==> config.mk <==
export PLATFORM = sky130hd
export DESIGN_NAME = req_arbiter_4
export DESIGN_NICKNAME = d
export VERILOG_FILES = /design/src/rtl/arb_pkg.sv /design/src/rtl/arb_pick_4.sv /design/src/rtl/req_arbiter_4.sv
export SDC_FILE = /design/constraint.sdc
export NUM_CORES = 1
export LEC_CHECK = 0
export ABC_CLOCK_PERIOD_IN_PS = 3800
export CAP_MARGIN = 0
export CORE_MARGIN = 3
export CORE_UTILIZATION = 54
export CTS_CLUSTER_DIAMETER = 120
export DETAILED_ROUTE_END_ITERATION = 6
export PLACE_DENSITY = 0.83
export SYNTH_ARGS = -nofsm -noshare
export SYNTH_HDL_FRONTEND = slang
export SYNTH_SLANG_ARGS = --single-unit
==> constraint.sdc <==
create_clock -name clk -period 3.8 [get_ports clk]
set_input_delay 0.95 -clock clk [delete_from_list [all_inputs] [get_ports clk]]
set_output_delay 0.95 -clock clk [all_outputs]
set_load 0.01 [all_outputs]
==> src/rtl/arb_pkg.sv <==
// ---------------------------------------------------------------------------
// arb_pkg
// Shared types and helpers for the four-requester arbiter.
//   N_REQ       : number of requesters
//   ID_W        : width of a requester index
//   arb_state_t : arbiter FSM state encoding
//   onehot4()   : requester index -> one-hot grant vector
// ---------------------------------------------------------------------------
package arb_pkg;

    localparam int N_REQ = 4;
    localparam int ID_W  = 2;

    typedef enum logic {
        ARB_IDLE  = 1'b0,
        ARB_GRANT = 1'b1
    } arb_state_t;

    function automatic logic [N_REQ-1:0] onehot4(input logic [ID_W-1:0] id);
        logic [N_REQ-1:0] v;
        v = '0;
        v[id] = 1'b1;
        return v;
    endfunction

endpackage

==> src/rtl/arb_pick_4.sv <==
// ---------------------------------------------------------------------------
// arb_pick_4
// Combinational winner selection for the four-requester arbiter.
//   req[3:0]     : request lines
//   rr_mode      : 0 = fixed priority (req[3] highest), 1 = round robin
//   last_id[1:0] : most recently granted client (round-robin pointer)
//   win_id[1:0]  : selected client, 0 when nothing is requested
//   win_valid    : at least one request is present
// Round robin searches last_id+1, +2, +3, then last_id itself (mod 4).
// ---------------------------------------------------------------------------
module arb_pick_4
    import arb_pkg::*;
(
    input  logic [N_REQ-1:0] req,
    input  logic             rr_mode,
    input  logic [ID_W-1:0]  last_id,
    output logic [ID_W-1:0]  win_id,
    output logic             win_valid
);

    logic [ID_W-1:0] base;
    logic [ID_W-1:0] idx;

    always_comb begin
        win_id    = '0;
        win_valid = |req;
        base      = last_id + ID_W'(1);
        idx       = '0;
        if (rr_mode) begin
            // Walk the search order backwards so the earliest hit is the
            // last assignment; the index wraps naturally at ID_W bits.
            for (int k = N_REQ - 1; k >= 0; k--) begin
                idx = base + ID_W'(k);
                if (req[idx]) begin
                    win_id = idx;
                end
            end
        end else begin
            // Ascending scan: the highest set index wins.
            for (int k = 0; k < N_REQ; k++) begin
                if (req[k]) begin
                    win_id = ID_W'(k);
                end
            end
        end
    end

endmodule

==> src/rtl/req_arbiter_4.sv <==
// ---------------------------------------------------------------------------
// req_arbiter_4
// Four-requester arbiter for one shared downstream resource. Grants are
// registered and held until the owner drops its request, or until MAX_HOLD
// cycles have elapsed (forced release, flagged by a one-cycle timeout).
// Every release passes through one idle cycle before the next grant.
//
// Parameters:
//   MAX_HOLD : max consecutive grant cycles; 0 disables forced release
//   CNT_W    : hold counter width, 2**CNT_W must exceed MAX_HOLD
// Ports:
//   clk       : system clock, rising edge
//   rst_n     : asynchronous active-low reset
//   req[3:0]  : level-sensitive request lines
//   rr_mode   : 0 = fixed priority, 1 = round robin (used only when idle)
//   gnt[3:0]  : registered one-hot grant, zero when nothing is granted
//   gnt_id    : registered index of the granted client, 0 when idle
//   gnt_valid : high exactly when gnt is nonzero
//   timeout   : one-cycle pulse on the cycle a forced release takes effect
//
// state     | meaning
// ----------+---------------------------------------------------------
// ARB_IDLE  | no grant; arbitrate among current requests each cycle
// ARB_GRANT | grant held for gnt_id; watch for request drop / hold limit
// ---------------------------------------------------------------------------
module req_arbiter_4
    import arb_pkg::*;
#(
    parameter int MAX_HOLD = 16,
    parameter int CNT_W    = 5
) (
    input  logic             clk,
    input  logic             rst_n,
    input  logic [N_REQ-1:0] req,
    input  logic             rr_mode,
    output logic [N_REQ-1:0] gnt,
    output logic [ID_W-1:0]  gnt_id,
    output logic             gnt_valid,
    output logic             timeout
);

    localparam logic [CNT_W-1:0] HOLD_MAX     = CNT_W'(MAX_HOLD);
    localparam bit               HOLD_ENABLED = (MAX_HOLD != 0);

    arb_state_t       state;
    arb_state_t       state_nxt;
    logic [CNT_W-1:0] hold_cnt;
    logic [CNT_W-1:0] hold_cnt_nxt;
    logic [ID_W-1:0]  last_id;
    logic [ID_W-1:0]  last_id_nxt;

    logic [N_REQ-1:0] gnt_nxt;
    logic [ID_W-1:0]  gnt_id_nxt;
    logic             gnt_valid_nxt;
    logic             timeout_nxt;

    logic [ID_W-1:0]  win_id;
    logic             win_valid;
    logic             owner_req;
    logic             rel_normal;
    logic             rel_forced;

    arb_pick_4 u_pick (
        .req       (req),
        .rr_mode   (rr_mode),
        .last_id   (last_id),
        .win_id    (win_id),
        .win_valid (win_valid)
    );

    // Release conditions only matter in ARB_GRANT; they are mutually
    // exclusive because a forced release requires the owner still asking.
    assign owner_req  = req[gnt_id];
    assign rel_normal = !owner_req;
    assign rel_forced = HOLD_ENABLED && owner_req && (hold_cnt == HOLD_MAX);

    // State and output registers.
    always_ff @(posedge clk or negedge rst_n) begin
        if (!rst_n) begin
            state     <= ARB_IDLE;
            hold_cnt  <= '0;
            last_id   <= ID_W'(N_REQ - 1);
            gnt       <= '0;
            gnt_id    <= '0;
            gnt_valid <= 1'b0;
            timeout   <= 1'b0;
        end else begin
            state     <= state_nxt;
            hold_cnt  <= hold_cnt_nxt;
            last_id   <= last_id_nxt;
            gnt       <= gnt_nxt;
            gnt_id    <= gnt_id_nxt;
            gnt_valid <= gnt_valid_nxt;
            timeout   <= timeout_nxt;
        end
    end

    // Next-state logic.
    always_comb begin
        state_nxt = state;
        unique case (state)
            ARB_IDLE: begin
                if (win_valid) begin
                    state_nxt = ARB_GRANT;
                end
            end
            ARB_GRANT: begin
                if (rel_normal || rel_forced) begin
                    state_nxt = ARB_IDLE;
                end
            end
            default: state_nxt = ARB_IDLE;
        endcase
    end

    // Next values of the registered outputs and bookkeeping.
    always_comb begin
        gnt_nxt       = gnt;
        gnt_id_nxt    = gnt_id;
        gnt_valid_nxt = gnt_valid;
        timeout_nxt   = 1'b0;
        hold_cnt_nxt  = hold_cnt;
        last_id_nxt   = last_id;
        unique case (state)
            ARB_IDLE: begin
                if (win_valid) begin
                    gnt_nxt       = onehot4(win_id);
                    gnt_id_nxt    = win_id;
                    gnt_valid_nxt = 1'b1;
                    hold_cnt_nxt  = CNT_W'(1);
                    last_id_nxt   = win_id;
                end else begin
                    gnt_nxt       = '0;
                    gnt_id_nxt    = '0;
                    gnt_valid_nxt = 1'b0;
                    hold_cnt_nxt  = '0;
                end
            end
            ARB_GRANT: begin
                if (rel_normal || rel_forced) begin
                    gnt_nxt       = '0;
                    gnt_id_nxt    = '0;
                    gnt_valid_nxt = 1'b0;
                    hold_cnt_nxt  = '0;
                    timeout_nxt   = rel_forced;
                end else if (HOLD_ENABLED && (hold_cnt < HOLD_MAX)) begin
                    hold_cnt_nxt = hold_cnt + CNT_W'(1);
                end
            end
            default: begin
                gnt_nxt       = '0;
                gnt_id_nxt    = '0;
                gnt_valid_nxt = 1'b0;
                hold_cnt_nxt  = '0;
            end
        endcase
    end

    a_gnt_onehot0: assert property (@(posedge clk) disable iff (!rst_n)
        $onehot0(gnt));

    a_valid_matches: assert property (@(posedge clk) disable iff (!rst_n)
        gnt_valid == (|gnt));

    a_id_matches: assert property (@(posedge clk) disable iff (!rst_n)
        gnt_valid |-> (gnt == onehot4(gnt_id)));

    a_id_zero_idle: assert property (@(posedge clk) disable iff (!rst_n)
        !gnt_valid |-> (gnt_id == '0));

    a_timeout_not_granted: assert property (@(posedge clk) disable iff (!rst_n)
        !(timeout && gnt_valid));

endmodule

# Word-level counts from Yosys, hierarchy flattened
# Index checks and enable logic that the tools add are counted.
[totals] register_bits=16 latchBits=0 ramBits=0 rom_bits=0 in_bits=7 output_inout_bits=8 elab_cells=67 mem_count=0
[classes] addsub=5 mul=0 n_div=0 magnitude_cmp=8 n_eq_ne=3 shifts=0 n_mux=37 bitwise_logic=1 reduce_logical=6
[op_table] cell="less-than comparator 2 x 3 -> 1 bit, second input constant" count=6
[op_table] cell="two-way mux 2 bit" count=9
[op_table] cell="two-way mux 1 bit" count=13
[op_table] cell="binary-select mux 1 bit (select 2 bit)" count=5
[op_table] cell="two-way mux 5 bit" count=2
[op_table] cell="case mux 5 bit (2 select lines)" count=1
[op_table] cell="two-way mux 4 bit" count=2
[op_table] cell="case mux 4 bit (2 select lines)" count=1
[op_table] cell="adder 5 x 1 -> 5 bit, second input constant" count=1
[op_table] cell="equality test 5 bit, second input constant" count=1
[op_table] cell="less-than comparator 5 bit, second input constant" count=1
[op_table] cell="adder 2 x 1 -> 2 bit, second input constant" count=2
[op_table] cell="adder 2 bit, second input constant" count=2
[op_table] cell="case mux 1 bit (2 select lines)" count=2
[op_table] cell="case mux 2 bit (2 select lines)" count=1
[op_table] cell="OR reduction 4 bit" count=1
[op_table] cell="!= test 3 x 1 -> 1 bit, second input constant" count=1
[op_table] cell="demux 1 bit (select 2 bit)" count=1
[op_table] cell="greater-or-equal comparator 2 x 1 -> 1 bit, second input constant" count=1
[op_table] cell="logical AND 1 bit" count=2
[op_table] cell="!= test 2 x 1 -> 1 bit, second input constant" count=1
[op_table] cell="AND reduction 2 bit" count=1
[op_table] cell="logical NOT 1 bit" count=1
[op_table] cell="logical OR 1 bit" count=1
[op_table] cell="inverter 1 bit" count=1

# Depth between registers and ports, before layout
[logic_depth] ltp_word=15 depth_mapped=7 mapped_depth_nobuf=6

# Modules after synthesis
# A second synthesis with hierarchy kept.
[unflattened] cells_unflattened=74 hier_area_um2=778.2
[by_module_without_submodules] module="req_arbiter_4" n_inst=1 cells_per_inst=57 area_per_inst_um2=679.4 seq_area_each_um2=402.9
[by_module_without_submodules] module="arb_pick_4" n_inst=1 cells_per_inst=17 area_per_inst_um2=98.8 seq_area_each_um2=0.0

# Worst setup path before layout
# No wires, ideal clock.
[synth_path] path_kind="input-to-reg" from="input req[3]" to="register state" setup_ns=0.127 t_arrival_ns=1.861 required_time_ns=3.673 path_slack_ns=1.812 cell_stages=3 path_buffers=0 path_cell_list="mux4_2 -> and3_4 -> or2_2"
[synth_between] elab_chain_len=6 word_cells_on_any_way=9 classes_between="mux (5); reduce/logical (4)"
[synth_lines] item="from (decl)" line_no="req_arbiter_4.sv:34" rtl="input logic [N_REQ-1:0] req,"
[synth_lines] item="binary-select mux 1 bit (select 2 bit)" line_no="req_arbiter_4.sv:73" rtl="assign owner_req = req[gnt_id];"
[synth_lines] item="two-way mux 1 bit (implied by the code)" line_no="req_arbiter_4.sv:73"
[synth_lines] item="logical NOT 1 bit or logical AND 1 bit (tied branches)" line_no="req_arbiter_4.sv:74, req_arbiter_4.sv:75"
[synth_lines] item="logical OR 1 bit" line_no="req_arbiter_4.sv:108" rtl="if (rel_normal || rel_forced) begin"
[synth_lines] item="two-way mux 1 bit" line_no="req_arbiter_4.sv:108"
[synth_lines] item="case mux 1 bit (2 select lines) (*)" line_no="req_arbiter_4.sv:101" rtl="unique case (state)"
[synth_lines] item="net state_nxt" line_no="req_arbiter_4.sv:46" rtl="arb_state_t state_nxt;"
[synth_lines] item="to (signal assigned)" line_no="req_arbiter_4.sv:88" rtl="state <= state_nxt;"
[synth_lines] item="to (decl)" line_no="req_arbiter_4.sv:45" rtl="arb_state_t state;"
# Mark *: on every way through the listed nets, which the timed path passes. The rest lies on a longest branch. The select of a mux whose other input is x is not followed.
# A chain may end at the register's enable or synchronous reset.

# Final worst setup path
[layout_path] from="input req[0]" to="register gnt[0]"
[layout_between] elab_chain_len=13 word_cells_on_any_way=27 classes_between="order compare (2); eq/ne (1); mux (19); reduce/logical (5)"
[layout_lines] item="binary-select mux 1 bit (select 2 bit)" line_no="arb_pick_4.sv:34" rtl="if (req[idx]) begin"
[layout_lines] item="two-way mux 1 bit (implied by the code)" line_no="arb_pick_4.sv:34"
[layout_lines] item="two-way mux 2 bit (4 in a row)" line_no="arb_pick_4.sv:34"
[layout_lines] item="two-way mux 2 bit" line_no="arb_pick_4.sv:29" rtl="if (rr_mode) begin"
[layout_lines] item="less-than comparator 2 x 3 -> 1 bit (implied by the code) or greater-or-equal comparator 2 x 1 -> 1 bit (tied branches)" line_no="arb_pkg.sv:22" rtl="v[id] = 1'b1;"
[layout_lines] item="logical AND 1 bit (implied by the code)" line_no="arb_pkg.sv:22"
[layout_lines] item="two-way mux 1 bit (implied by the code)" line_no="arb_pkg.sv:22"
[layout_lines] item="demux 1 bit (select 2 bit)" line_no="arb_pkg.sv:22"
[layout_lines] item="two-way mux 4 bit" line_no="req_arbiter_4.sv:126" rtl="if (win_valid) begin"
[layout_lines] item="case mux 4 bit (2 select lines)" line_no="req_arbiter_4.sv:124" rtl="unique case (state)"
[layout_lines] item="to (signal assigned)" line_no="req_arbiter_4.sv:91" rtl="gnt <= gnt_nxt;"
[layout_lines] item="to (decl)" line_no="req_arbiter_4.sv:36" rtl="output logic [N_REQ-1:0] gnt,"
# Several ways; a longest one is shown, not always the timed one. The select of a mux whose other input is x is not followed.

==> flow_summary.toml <==
[run_status]
status = "finished, final reports clean"

[logic_synthesis]
synthesis.area_um2 = 872
ranking_of_synthesized_cells_by_area = "sky130_fd_sc_hd__dfrtp_1, sky130_fd_sc_hd__dfstp_2, sky130_fd_sc_hd__nand2_1, sky130_fd_sc_hd__ha_1, sky130_fd_sc_hd__nor2b_1"
ys_types = 39
yosysMostFrequentCell = "sky130_fd_sc_hd__dfrtp_1"
synth_seq_cells = 16
syn-instance-count = 84
synth-seq-area-share = 0.462
async_sr_flop_fraction = 1.00
synth_flop_cell = "sky130_fd_sc_hd__dfrtp_1"
synthesis.area_per_instance_um2 = 10.4
synth_top_cells_by_count = "sky130_fd_sc_hd__dfrtp_1, sky130_fd_sc_hd__nand2_1, sky130_fd_sc_hd__nor2_1, sky130_fd_sc_hd__nor2b_1"
synth_top_area_share = 0.402
yosys_warnings = 0
synth_area_leader_cell = "sky130_fd_sc_hd__dfrtp_1"
synth_fp_nets = 93
synth-edff-count = 0

[global_routing]
grt_max_degree = 17
globalRoute.totalOverflow = 0
grt_antenna_before_repair = 0
track_usage = 0.190
grt_pass1_vias = 664
wire_length_of_the_first_global_routing_pass_um = 2840

[finish]
fill_cell_count = 109
final_core_utilization = 0.751
finalInstanceArea_mm2 = 0.00105
antenna_cells_inserted = 0
drive_above_1_share = 0.130
layout.nets = 110
areaGrowthSynthToFinish_pct = 20.5

[die]
rows = 13
die_w_um = 46.2
placeableCoreArea_mm2 = 0.00140
die-height_um = 46.2
floorplan.die_area_mm2 = 0.00213
num_io_pins = 15
initial_utilization = 0.623

[sta]
final-max-slew-violation-count = 0
report.final.hold_viol_count = 0
min_period_ns = 2.38
clock-skew-final_ns = 0.00794
fmax_mhz = 421
worstMarginPinSlew_ns = 0.699
setup_viol = 0
setup-tns-final_ns = 0
min_period_over_period = 0.626
setup_repair_after_global_routing_missed_its_margin = "no"
max-slew-margin-rel = 0.532

[clock_tree]
post_cts_resize_count = 0
clockBufferDepth = 2
clock_latency_ns = 0.29
cts_tree = "yes"
cts_sinks = 16
ctsHoldBuffers = 0
path_clk_slew_ns = 0.09
clockRootBuffer = "sky130_fd_sc_hd__clkbuf_4"
cts_made_buffers = 3
cts_post_setup_buffers_inserted = 0
htreeDepth = 1

[pwr]
power.clock.fraction = 0.156
power_density_mw_per_mm2 = 682
internal_power_mw = 0.457
p_seq_frac = 0.418
power.leakage_nw = 0.437
comb_power_share = 0.426
fraction_of_power_spent_switching_nets = 0.362
vdd_drop_max_v = 0.000470
power.switching_mw = 0.259

[drt]
drt_iter0_drc = 13
drt-wirelength-per-cell_um = 14.7
drc = 0
postRouteAntennaNets = 0
route.detailed.vias_per_inst = 5.90
postRouteWirelength_um = 1690
route.vias.total = 679
drt_first_pass_iters = 4

[critical_path]
timing.critical_path.slowest_cell_delay_ns = 0.60
crit_end_element = "register"
critPathLaunchType = "input pin"
critical-path-top-delay-family = "compound AO/OA/AOI/OAI gates"
cp_slowest_cell = "sky130_fd_sc_hd__clkdlybuf4s50_1"
worst_ep_required_ns = 4.00
crit_chain = "clkdlybuf4s50_1, and3b_2, a211oi_1, o221ai_1, o21ai_0"
criticalPathCategory = "input pin to register"
maximum_fanout_encountered_on_the_critical_timing_path = 8
critical_path_arrival_ns = 2.58
critical_path_buf_inv_count = 1

[placed_design]
portBuffers = 14
dpl-instance-area_mm2 = 0.00101
routabilityCongestion = 0.863
place.detailed.hpwl_um = 1230

[job]
drv_cap = 0

[min_path]
min_path_type = "register to register"
==> worst paths after layout <==
path,from,end,slack [ns],cells after the start
max,req[0],gnt[0]$_DFFE_PN0P_,1.42,5
min,gnt_valid$_DFFE_PN0P_,gnt_valid$_DFFE_PN0P_,0.49,2
max reg2reg,last_id[1]$_DFFE_PN1P_,gnt[0]$_DFFE_PN0P_,2.18,4
min reg2reg,gnt_valid$_DFFE_PN0P_,gnt_valid$_DFFE_PN0P_,0.49,2
max in group asynchronous,rst_n,gnt[3]$_DFFE_PN0P_,2.28,1
min in group asynchronous,rst_n,hold_cnt[3]$_DFFE_PN0P_,1.07,1
==> cells by family (layout without fill, tap and decap cells) <==
kind of cell / count (synthesis) / after routing / share of synthesized area
AOI/OAI and AO/OA: 26 / 26 / 0.214
xor gates and xnor gates: 2 / 2 / 0.0201
adders and majority gates: 2 / 2 / 0.0287
buffers and inverters: 5 / 21 / 0.0316
DFF: 16 / 16 / 0.462
muxes: 2 / 2 / 0.0373
and+or+nand+nor: 31 / 31 / 0.207
==> metal layers <==
layer	vias up	global-route usage	routed length (um)
met2	18	0.310	838
met3	5	0.0234	51
li1	338	-	-
met5	-	0	0
met4	0	0.0852	34
met1	318	0.249	760
==> power by group through the flow <==
stage | clock [mW] | sequential (mW) | combinational (mW)
finish | 0.112 | 0.300 | 0.305
global route | 0.119 | 0.310 | 0.340
CTS | 0.117 | 0.300 | 0.308
detailed placement | 0 | 0.302 | 0.306
global placement | 0 | 0.300 | 0.300
floorplan | 0 | 0.296 | 0.203
==> flip-flops by register name, summed over array words and instances, names as in the netlist <==
| register | count |
|---|---|
| gnt | 4 |
| gnt_id | 2 |
| gnt_valid | 1 |
| hold_cnt | 5 |
| last_id | 2 |
| state | 1 |
| timeout | 1 |
==> placed cells by master (no fill, tap or decap), types with 2 or more instances in the layout <==
cell type,instances
sky130_fd_sc_hd__inv_1,3
sky130_fd_sc_hd__ha_1,2
sky130_fd_sc_hd__clkbuf_4,3
sky130_fd_sc_hd__nor3b_1,2
sky130_fd_sc_hd__nor2b_1,4
sky130_fd_sc_hd__a21boi_0,3
sky130_fd_sc_hd__a31oi_1,3
sky130_fd_sc_hd__o31ai_1,2
sky130_fd_sc_hd__nor2_1,4
sky130_fd_sc_hd__clkdlybuf4s50_1,14
sky130_fd_sc_hd__o21ai_0,2
sky130_fd_sc_hd__dfstp_2,2
sky130_fd_sc_hd__o21ai_1,3
sky130_fd_sc_hd__a21oi_1,2
sky130_fd_sc_hd__nand2b_1,2
sky130_fd_sc_hd__dfrtp_1,14
sky130_fd_sc_hd__a211oi_1,2
sky130_fd_sc_hd__o21a_1,2
sky130_fd_sc_hd__nand2_1,10
==> metrics by stage <==
step	worst slack, ns	hold slack (ns)	power, mW	cells
after floorplan	1.81	0.508	0.499	84
after global placement	1.19	0.466	0.601	111
after detailed placement	1.14	0.470	0.608	111
after CTS	1.43	0.492	0.724	115
after global routing	1.28	0.520	0.769	115
final	1.42	0.488	0.716	115
==> final cells by class <==
type | instances | area [um2] | share of cell area
clock buffer | 4 | 36.3 | 0.0345
multi-input combinational | 63 | 442 | 0.420
timing repair buffer | 14 | 140 | 0.133
tap | 15 | 18.8 | 0.0179
inverter | 3 | 11.3 | 0.0107
sequential | 16 | 403 | 0.383
==> worst min-delay path: stages (launching register included) <==
cell                      delay (ns)
sky130_fd_sc_hd__dfrtp_1        0.35
sky130_fd_sc_hd__nand2_1        0.06
sky130_fd_sc_hd__nand2_1        0.06
(Power assumes the default switching activity.)
